**config.mk**
```make
export PLATFORM = sky130hd
export DESIGN_NAME = roce_mem_cmd_splitter
export DESIGN_NICKNAME = d
export VERILOG_FILES = /design/src/rtl/roce_mem_cmd_splitter.sv
export SDC_FILE = /design/constraint.sdc
export NUM_CORES = 1
export LEC_CHECK = 0
export CORE_MARGIN = 2
export CORE_UTILIZATION = 55
export DETAILED_ROUTE_END_ITERATION = 6
export PLACE_DENSITY = 0.81
export SYNTH_ARGS = -nofsm -noshare
export SYNTH_HDL_FRONTEND = slang
export SYNTH_SLANG_ARGS = --single-unit
```
**constraint.sdc**
```tcl
create_clock -name net_clk -period 18.35 [get_ports net_clk]
set_input_delay 3.67 -clock net_clk [delete_from_list [all_inputs] [get_ports net_clk]]
set_output_delay 3.67 -clock net_clk [all_outputs]
set_load 0.05 [all_outputs]
```
**src/rtl/roce_mem_cmd_splitter.sv**
```systemverilog
// Splits memory commands into chunks that never cross a 2^BOUNDARY_W-byte boundary.
// Each chunk keeps the original dest; last marks the final chunk of a command.
module roce_mem_cmd_splitter #(
  parameter int BOUNDARY_W = 12,
  parameter int DEST_W     = 1
) (
  input  logic              net_clk,
  input  logic              net_areset,
  input  logic              s_axis_cmd_valid,
  output logic              s_axis_cmd_ready,
  input  logic [95:0]       s_axis_cmd_data,
  input  logic [DEST_W-1:0] s_axis_cmd_dest,
  output logic              m_axis_cmd_valid,
  input  logic              m_axis_cmd_ready,
  output logic [95:0]       m_axis_cmd_data,
  output logic [DEST_W-1:0] m_axis_cmd_dest,
  output logic              m_axis_cmd_last,
  output logic [31:0]       zero_len_drop_count
);

  typedef enum logic {IDLE, SPLIT} state_t;

  state_t              state_reg;
  logic [63:0]         cur_addr_reg;
  logic [31:0]         rem_reg;
  logic [DEST_W-1:0]   dest_reg;
  logic                m_valid_reg;
  logic [95:0]         m_data_reg;
  logic [DEST_W-1:0]   m_dest_reg;
  logic                m_last_reg;
  logic [31:0]         drop_cnt_reg;

  logic                slot_free;
  logic [63:0]         src_addr;
  logic [31:0]         src_len;
  logic [32:0]         room;
  logic [31:0]         chunk;
  logic [63:0]         next_addr;
  logic [31:0]         next_rem;
  logic                is_last;

  assign slot_free        = !m_valid_reg || m_axis_cmd_ready;
  assign s_axis_cmd_ready = (state_reg == IDLE) && slot_free;

  // One chunk calculator shared by the accept path and the split path.
  always_comb begin
    src_addr  = (state_reg == IDLE) ? s_axis_cmd_data[63:0]  : cur_addr_reg;
    src_len   = (state_reg == IDLE) ? s_axis_cmd_data[95:64] : rem_reg;
    room      = (33'd1 << BOUNDARY_W) - {{(33-BOUNDARY_W){1'b0}}, src_addr[BOUNDARY_W-1:0]};
    chunk     = (room > {1'b0, src_len}) ? src_len : room[31:0];
    next_addr = src_addr + {32'd0, chunk};
    next_rem  = src_len - chunk;
    is_last   = (src_len == chunk);
  end

  always_ff @(posedge net_clk or posedge net_areset) begin
    if (net_areset) begin
      state_reg    <= IDLE;
      cur_addr_reg <= '0;
      rem_reg      <= '0;
      dest_reg     <= '0;
      m_valid_reg  <= 1'b0;
      m_data_reg   <= '0;
      m_dest_reg   <= '0;
      m_last_reg   <= 1'b0;
      drop_cnt_reg <= '0;
    end else begin
      case (state_reg)
        IDLE: begin
          if (s_axis_cmd_valid && slot_free) begin
            if (src_len == 32'd0) begin
              m_valid_reg <= 1'b0;
              if (drop_cnt_reg != 32'hFFFF_FFFF)
                drop_cnt_reg <= drop_cnt_reg + 32'd1;
            end else begin
              m_valid_reg  <= 1'b1;
              m_data_reg   <= {chunk, src_addr};
              m_dest_reg   <= s_axis_cmd_dest;
              m_last_reg   <= is_last;
              cur_addr_reg <= next_addr;
              rem_reg      <= next_rem;
              dest_reg     <= s_axis_cmd_dest;
              if (!is_last)
                state_reg <= SPLIT;
            end
          end else if (slot_free) begin
            m_valid_reg <= 1'b0;
          end
        end
        SPLIT: begin
          if (slot_free) begin
            m_valid_reg  <= 1'b1;
            m_data_reg   <= {chunk, src_addr};
            m_dest_reg   <= dest_reg;
            m_last_reg   <= is_last;
            cur_addr_reg <= next_addr;
            rem_reg      <= next_rem;
            if (is_last)
              state_reg <= IDLE;
          end
        end
        default: state_reg <= IDLE;
      endcase
    end
  end

  assign m_axis_cmd_valid    = m_valid_reg;
  assign m_axis_cmd_data     = m_data_reg;
  assign m_axis_cmd_dest     = m_dest_reg;
  assign m_axis_cmd_last     = m_last_reg;
  assign zero_len_drop_count = drop_cnt_reg;

endmodule

```
==> reports/metrics.csv, run 1 <==
stage,metric,value,unit
sta,hold_violations,0,
synth,yosys_warnings,0,
detailed_routing,drt-vias-per-instance,6.010,
critical_path,path_max_fanout,13,
sta,worst_slew_pin_slew,1644,ps
synth,synthAdderAreaFrac,0.05244,
sta,finalCritPeriodShare,0.6029,
synth,syn_area,15080,um2
critical_path,cp_data_required_time,18730,ps
finish,largest_reg_flops,96,
synth,synth-simple-area-share,0.2060,
global_route,grt_antenna_before_repair,3,
clock_network,cts_tree,built,
die,num_io_pins,233,
global_route,grt_max_degree,259,
critical_path,critical_path_class,in -> reg,
clock_network,cts_resized,0,
critical_path,start_kind,primary input,
clock_network,clockBufferDepth,3,
outcome,outcome,finished with violations,
placement,post-dp-hpwl,30.43,mm
clock_network,clk_pin_slew,70,ps
sta,fmax,0.09040,GHz
finish,stdcell_count,2296,
synth,synthMuxAreaShare,0.08181,
global_route,grt_pass1_wl,68.49,mm
finish,syn_to_final_growth,22.90,%
die,die_h,169.6,um
detailed_routing,first_pass_iters,6,
finish,drive_above_1_share,0.07070,
sta,rsz0062_at_grt,false,
detailed_routing,drt_iter0_markers,1266,
synth,seq_area_frac_synth,0.3800,
sta,slew-limit-headroom,-0.1035,
synth,synth_compound_area_frac,0.1777,
clock_network,cts_buffers,26,
outcome,violations,max-slew violations,
synth,synth_top_family_by_area,simple AND/OR/NAND/NOR gates,
synth,synth.distinct_cells,80,
clock_network,h-tree-depth,1,
clock_network,root_buffer,clkbuf_16,
global_route,gr-total-overflow,0,
hold_path,hold_class,reg -> reg,
synth,synth_ff_type,dfrtp_1,
sta,setup_viol,0,
synth,async_reset_ff_frac,1.000,
placement,routabilityCongestion,0.9179,
sta,final.min_clock_period,11060,ps
critical_path,end_kind,flop,
run,drv_cap,0,
sta,fin_worst_skew,15.46,ps
detailed_routing,wirelength,42.99,mm
detailed_routing,post_drt_wl_per_cell,18.72,um
die,dieArea,28760,um2
synth,synth_edf_count,0,
synth,syn_inst,1733,
power,power_density,160.4,nW/um2
die,coreArea,26950,um2
die,rows,60,
sta,slew_violations,12,
global_route,grt_pass1_vias,13150,
synth,synth_area_per_cell,8.702,um2
sta,fin_tns_setup,0,ps
clock_network,clk_latency,550,ps
clock_network,clkSinkCount,229,
power,leakagePower,8.032,nW
detailed_routing,ant_nets,0,
die,initial_core_util,0.5596,
die,dieWidth,169.6,um
power,ir_worst_vdd,0.1232,mV
synth,synth-xor-area-share,0.06040,
clock_network,cts_hold_buf,0,
placement,port_buffers,232,
finish,nets,2095,
detailed_routing,vias,13800,
synth,synth-seq-cells,229,
detailed_routing,route.detailed.drc,0,
global_route,grt_usage,0.2922,
clock_network,cts_setup_buffers,0,
critical_path,arrival,11440,ps
placement,numPlacedInstances,2245,
## per-layer routing
metal / vias to the layer above / part of all wire / wire length (um) / GRT usage
met5: - / 0 / 0 / 0
met4: 0 / 0.034 / 1471 / 0.1111
met3: 94 / 0.061 / 2642 / 0.03498
met2: 557 / 0.46 / 19770 / 0.4644
met1: 6581 / 0.44 / 19110 / 0.4108
li1: 6566 / - / - / -
## layout by cell type, fill, tap and decap left out, types with 26 or more instances in the layout
cell type and count:
nand2_1 268, clkdlybuf4s50_1 232, dfrtp_1 228, o21ai_0 131, nor2_1 115, a21oi_1 93, xnor2_1 61, nand3_1 60
ha_1 60, mux2i_1 58, mux2_2 58, inv_1 56, nor3_1 46, xor2_1 43, nor2b_1 31, and2_1 28
clkbuf_16 27, a211oi_1 26, a21o_1 26
## critical path, stage by stage
cell             delay (ps)
clkdlybuf4s50_1         400
mux2i_1                 550
ha_1                    310
nand2_1                 100
nor3_1                  390
nand2_1                 120
xnor2_1                 230
ha_1                    290
a21o_1                  160
a21o_1                  170
a21oi_1                 150
o211ai_1                110
nand2_1                 490
mux2i_1                 370
ha_1                    270
inv_1                    70
fa_1                    400
nand2b_1                160
a21oi_1                 250
a21oi_1                 230
o21a_1                  310
nor3_1                  500
o21bai_1                450
a2111oi_0               880
mux2i_1                 270
o221ai_1                130
## where the power goes
group	total [mW]	switching [mW]	internal (mW)
clock	0.576	0.223	0.352
sequential	0.739	0.0950	0.644
combinational	1.66	1.02	0.641
## final cells by class
cell class	instances	area, um2
tap	341	426.7
inverter	57	221.5
sequential	229	5734
clock inverter	11	161.4
clock buffer	37	783.3
multi-input combinational	1378	8805
fill	2168	8417
timing repair buffer	240	2395
antenna	3	7.507
## cell families (layout without fill, tap and decap cells)
group / count (synthesis) / after routing
AOI/OAI and AO/OA: 419 / 419
xor gates and xnor gates: 104 / 104
adders and majority gates: 62 / 62
buffers and inverters: 144 / 345
DFF: 229 / 229
muxes: 116 / 116
other: 1 / 22
and+or+nand+nor: 658 / 658
## per-stage QoR
step | worst slack (ps) | hold WS [ps] | power (mW) | cell area [um2] | util
2_1_floorplan | 8404 | 437.6 | 1.921 | 15150 | -
3_3_place_gp | 7082 | 457.7 | 2.321 | 17580 | 0.6524
3_5_place_dp | 6978 | 461.7 | 2.347 | 17580 | 0.6524
4_1_cts | 7486 | 476.7 | 2.940 | 18530 | 0.6874
5_1_grt | 6824 | 489.1 | 3.160 | 18530 | 0.6877
6_report | 7288 | 472.8 | 2.973 | 18530 | 0.6877
## final timing paths
path | from | endpoint | slack, ps | depth (start not counted)
setup / recovery | s_axis_cmd_data[1] | cur_addr_reg[40]$_DFFE_PP0P_ | 7290 | 26
max in group asynchronous | net_areset | state_reg$_DFF_PP0_ | 12530 | 4
min in group asynchronous | net_areset | m_axis_cmd_data[15]$_DFFE_PP0P_ | 3650 | 2
setup reg to reg | state_reg$_DFF_PP0_ | cur_addr_reg[40]$_DFFE_PP0P_ | 9480 | 27
hold reg to reg | m_axis_cmd_data[19]$_DFFE_PP0P_ | m_axis_cmd_data[19]$_DFFE_PP0P_ | 470 | 2
hold / removal | m_axis_cmd_data[19]$_DFFE_PP0P_ | m_axis_cmd_data[19]$_DFFE_PP0P_ | 470 | 2
## synth_stat cells, drive strengths merged (6+ instances only)
cell type | instances | share of area
nor3 | 46 | 0.015
ha | 60 | 0.050
nand4 | 20 | 0.0083
xor2 | 43 | 0.025
buf | 48 | 0.018
a211oi | 26 | 0.013
nor4 | 17 | 0.0079
nand2b | 13 | 0.0054
xnor2 | 61 | 0.035
and2 | 29 | 0.012
or2 | 10 | 0.0043
o31ai | 11 | 0.0055
mux2 | 58 | 0.043
clkbuf | 39 | 0.0097
dfrtp | 229 | 0.38
or3 | 13 | 0.0054
nor3b | 6 | 0.0037
nand2 | 268 | 0.067
a21o | 26 | 0.013
a31oi | 18 | 0.0089
nor2 | 115 | 0.029
a32o | 6 | 0.0040
a21oi | 95 | 0.032
nor2b | 31 | 0.013
o21a | 10 | 0.0050
a32oi | 11 | 0.0064
o22ai | 13 | 0.0054
and3 | 12 | 0.0050
inv | 57 | 0.014
mux2i | 58 | 0.038
o21ai | 131 | 0.043
o211ai | 12 | 0.0060
nand3 | 60 | 0.020
No activity file was read; power rests on OpenSTA's default activity.
==> inputs of run 2 (changes only) <==
==> constraint.sdc (replaced) <==
create_clock -name net_clk -period 10.5 [get_ports net_clk]
set_input_delay 2.1 -clock net_clk [delete_from_list [all_inputs] [get_ports net_clk]]
set_output_delay 2.1 -clock net_clk [all_outputs]
set_load 0.05 [all_outputs]
==> reports/metrics.csv, run 2 (synthesized netlist as in run 1, its figures left out) <==
stage,metric,value,unit,change
outcome,outcome,finished with violations,,unchanged
outcome,violations,max-slew violations,,unchanged
detailed_routing,ant_nets,0,,unchanged
detailed_routing,vias,13770,,was 13800
critical_path,start_kind,primary input,,unchanged
die,rows,60,,unchanged
clock_network,clkSinkCount,229,,unchanged
detailed_routing,wl_met2,19.44,mm,was 19.77 mm
die,initial_core_util,0.5596,,unchanged
finish,syn_to_final_growth,22.69,%,was 22.90%
global_route,grt_antenna_before_repair,0,,was 3
clock_network,root_buffer,clkbuf_16,,unchanged
finish,stdcell_count,2293,,was 2296
finish,largest_reg_flops,96,,unchanged
die,dieArea,28760,um2,unchanged
global_route,grt_usage,0.2893,,was 0.2922
finish,layout_commonest_cell,nand2_1,,unchanged
placement,port_buffers,232,,unchanged
sta,fin_worst_skew,15.48,ps,was 15.46 ps
sta,final.min_clock_period,9253,ps,
power,ir_worst_vdd,0.2452,mV,was 0.1232 mV
sta,worst_slew_pin_slew,1534,ps,was 1644 ps
run,drv_cap,0,,unchanged
critical_path,path_max_fanout,11,,was 13
critical_path,max_stage_delay,900,ps,was 880 ps
detailed_routing,wl_met3,2.423,mm,was 2.642 mm
detailed_routing,drt-met1-wl,19.04,mm,was 19.11 mm
clock_network,cts_setup_buffers,0,,unchanged
finish,antenna_cells,0,,was 3
detailed_routing,wirelength,42.34,mm,was 42.99 mm
sta,hold_violations,0,,unchanged
clock_network,cts_resized,0,,unchanged
critical_path,slowest_stage,a2111oi_0,,unchanged
placement,pre_cts_ws,742.1,ps,was 6978 ps
finish,final_cell_mix,"268 x nand2_1, 232 x clkdlybuf4s50_1, 228 x dfrtp_1, 131 x o21ai_0, 115 x nor2_1",,unchanged
detailed_routing,drt_iter0_markers,1392,,was 1266
placement,numPlacedInstances,2244,,was 2245
critical_path,end_kind,flop,,unchanged
die,die_h,169.6,um,unchanged
finish,nets,2095,,unchanged
placement,routabilityCongestion,0.9239,,was 0.9179
detailed_routing,route.detailed.drc,0,,unchanged
critical_path,arrival,9620,ps,was 11440 ps
global_route,grt_pass1_wl,67.71,mm,was 68.49 mm
sta,finalCritPeriodShare,0.8812,,
global_route,grt_pass1_vias,13090,,was 13150
clock_network,clk_pin_slew,60,ps,was 70 ps
sta,fmax,0.1081,GHz,
finish,fillers,2153,,was 2168
sta,setup_slack,1247,ps,was 7288 ps
detailed_routing,first_pass_iters,5,,was 6
clock_network,h-tree-depth,1,,unchanged
detailed_routing,post_drt_wl_per_cell,18.46,um,was 18.72 um
sta,setup_viol,0,,unchanged
clock_network,clk_latency,540,ps,was 550 ps
finish,drive_above_1_share,0.07070,,unchanged
die,num_io_pins,233,,unchanged
die,coreArea,26950,um2,unchanged
power,power_density,278.7,nW/um2,was 160.4 nW/um2
detailed_routing,routed.top_layer,met4,,unchanged
sta,rsz0062_at_grt,false,,unchanged
critical_path,critical_path_class,in -> reg,,unchanged
power,leakagePower,8.020,nW,was 8.032 nW
critical_path,cp_data_required_time,10860,ps,was 18730 ps
hold_path,hold_class,reg -> reg,,unchanged
die,dieWidth,169.6,um,unchanged
clock_network,cts_tree,built,,unchanged
clock_network,clockBufferDepth,3,,unchanged
clock_network,cts_hold_buf,0,,unchanged
sta,slew-limit-headroom,-0.02972,,was -0.1035
global_route,gr-total-overflow,0,,unchanged
detailed_routing,drt-vias-per-instance,6.006,,was 6.010
sta,fin_tns_setup,0,ps,unchanged
placement,post-dp-hpwl,29.75,mm,was 30.43 mm
sta,slew_violations,12,,unchanged
clock_network,cts_buffers,27,,was 26
global_route,grt_max_degree,259,,unchanged
## run 2: cell count changes in the layout (fill, tap and decap cells not counted), moves of 2 or more
cell,change
diode_2,-3
buf_4,-2
clkbuf_8,-2
clkinv_2,+2
## run 2: stage by stage
stage                     power, mW    util  hold WS (ps)  area (um2)
after floorplan               3.357       -         437.6       15150
after global placement        4.067  0.6526         457.4       17590
after detailed placement      4.114  0.6526         461.3       17590
after global routing          5.525  0.6865         496.8       18500
after CTS                     5.112  0.6865         476.3       18500
final                         5.157  0.6865         469.4       18500
## run 2: path summary, 6_finish.rpt
check                                                 from                               to  slack [ps]  depth (start not counted)
max reg2reg                            state_reg$_DFF_PP0_     cur_addr_reg[40]$_DFFE_PP0P_        2280                         25
min                        m_axis_cmd_data[39]$_DFFE_PP0P_  m_axis_cmd_data[39]$_DFFE_PP0P_         470                          2
min in group asynchronous                       net_areset      cur_addr_reg[9]$_DFFE_PP0P_        2060                          2
min reg2reg                m_axis_cmd_data[39]$_DFFE_PP0P_  m_axis_cmd_data[39]$_DFFE_PP0P_         470                          2
max in group asynchronous                       net_areset  m_axis_cmd_data[42]$_DFFE_PP0P_        6970                          3
max                                     s_axis_cmd_data[1]     cur_addr_reg[40]$_DFFE_PP0P_        1250                         26
## run 2: routing by layer
metal	track usage	vias up
li1	-	6567
met2	0.4680	497
met3	0.03382	92
met5	0	-
met4	0.1011	0
met1	0.4042	6615
## run 2: area by class of cell
class                      count  area (um2)  share of cell area
multi-input combinational   1378        8805              0.4759
sequential                   229        5734              0.3099
timing repair buffer         239        2400              0.1297
clock buffer                  35       755.7             0.04084
tap                          341       426.7             0.02306
inverter                      57       221.5             0.01197
clock inverter                14       160.2            0.008656
## run 2: report_power, final
part,switching [mW],leakage (nW),total (mW),internal (mW)
Clock,0.383,0.452,0.965,0.581
Sequential,0.166,2.83,1.29,1.13
Combinational,1.78,4.74,2.90,1.12
Total,2.33,8.02,5.16,2.83
## run 2: worst max-delay path, delay by kind of cell
family / cells / cell delay [ps]
adder cells (fa/ha/maj): 4 / 1270
AND/OR/NAND/NOR: 6 / 1580
AO/OA/AOI/OAI: 10 / 2870
multiplexers: 3 / 1150
buffers and inverters: 2 / 460
XOR/XNOR: 1 / 180
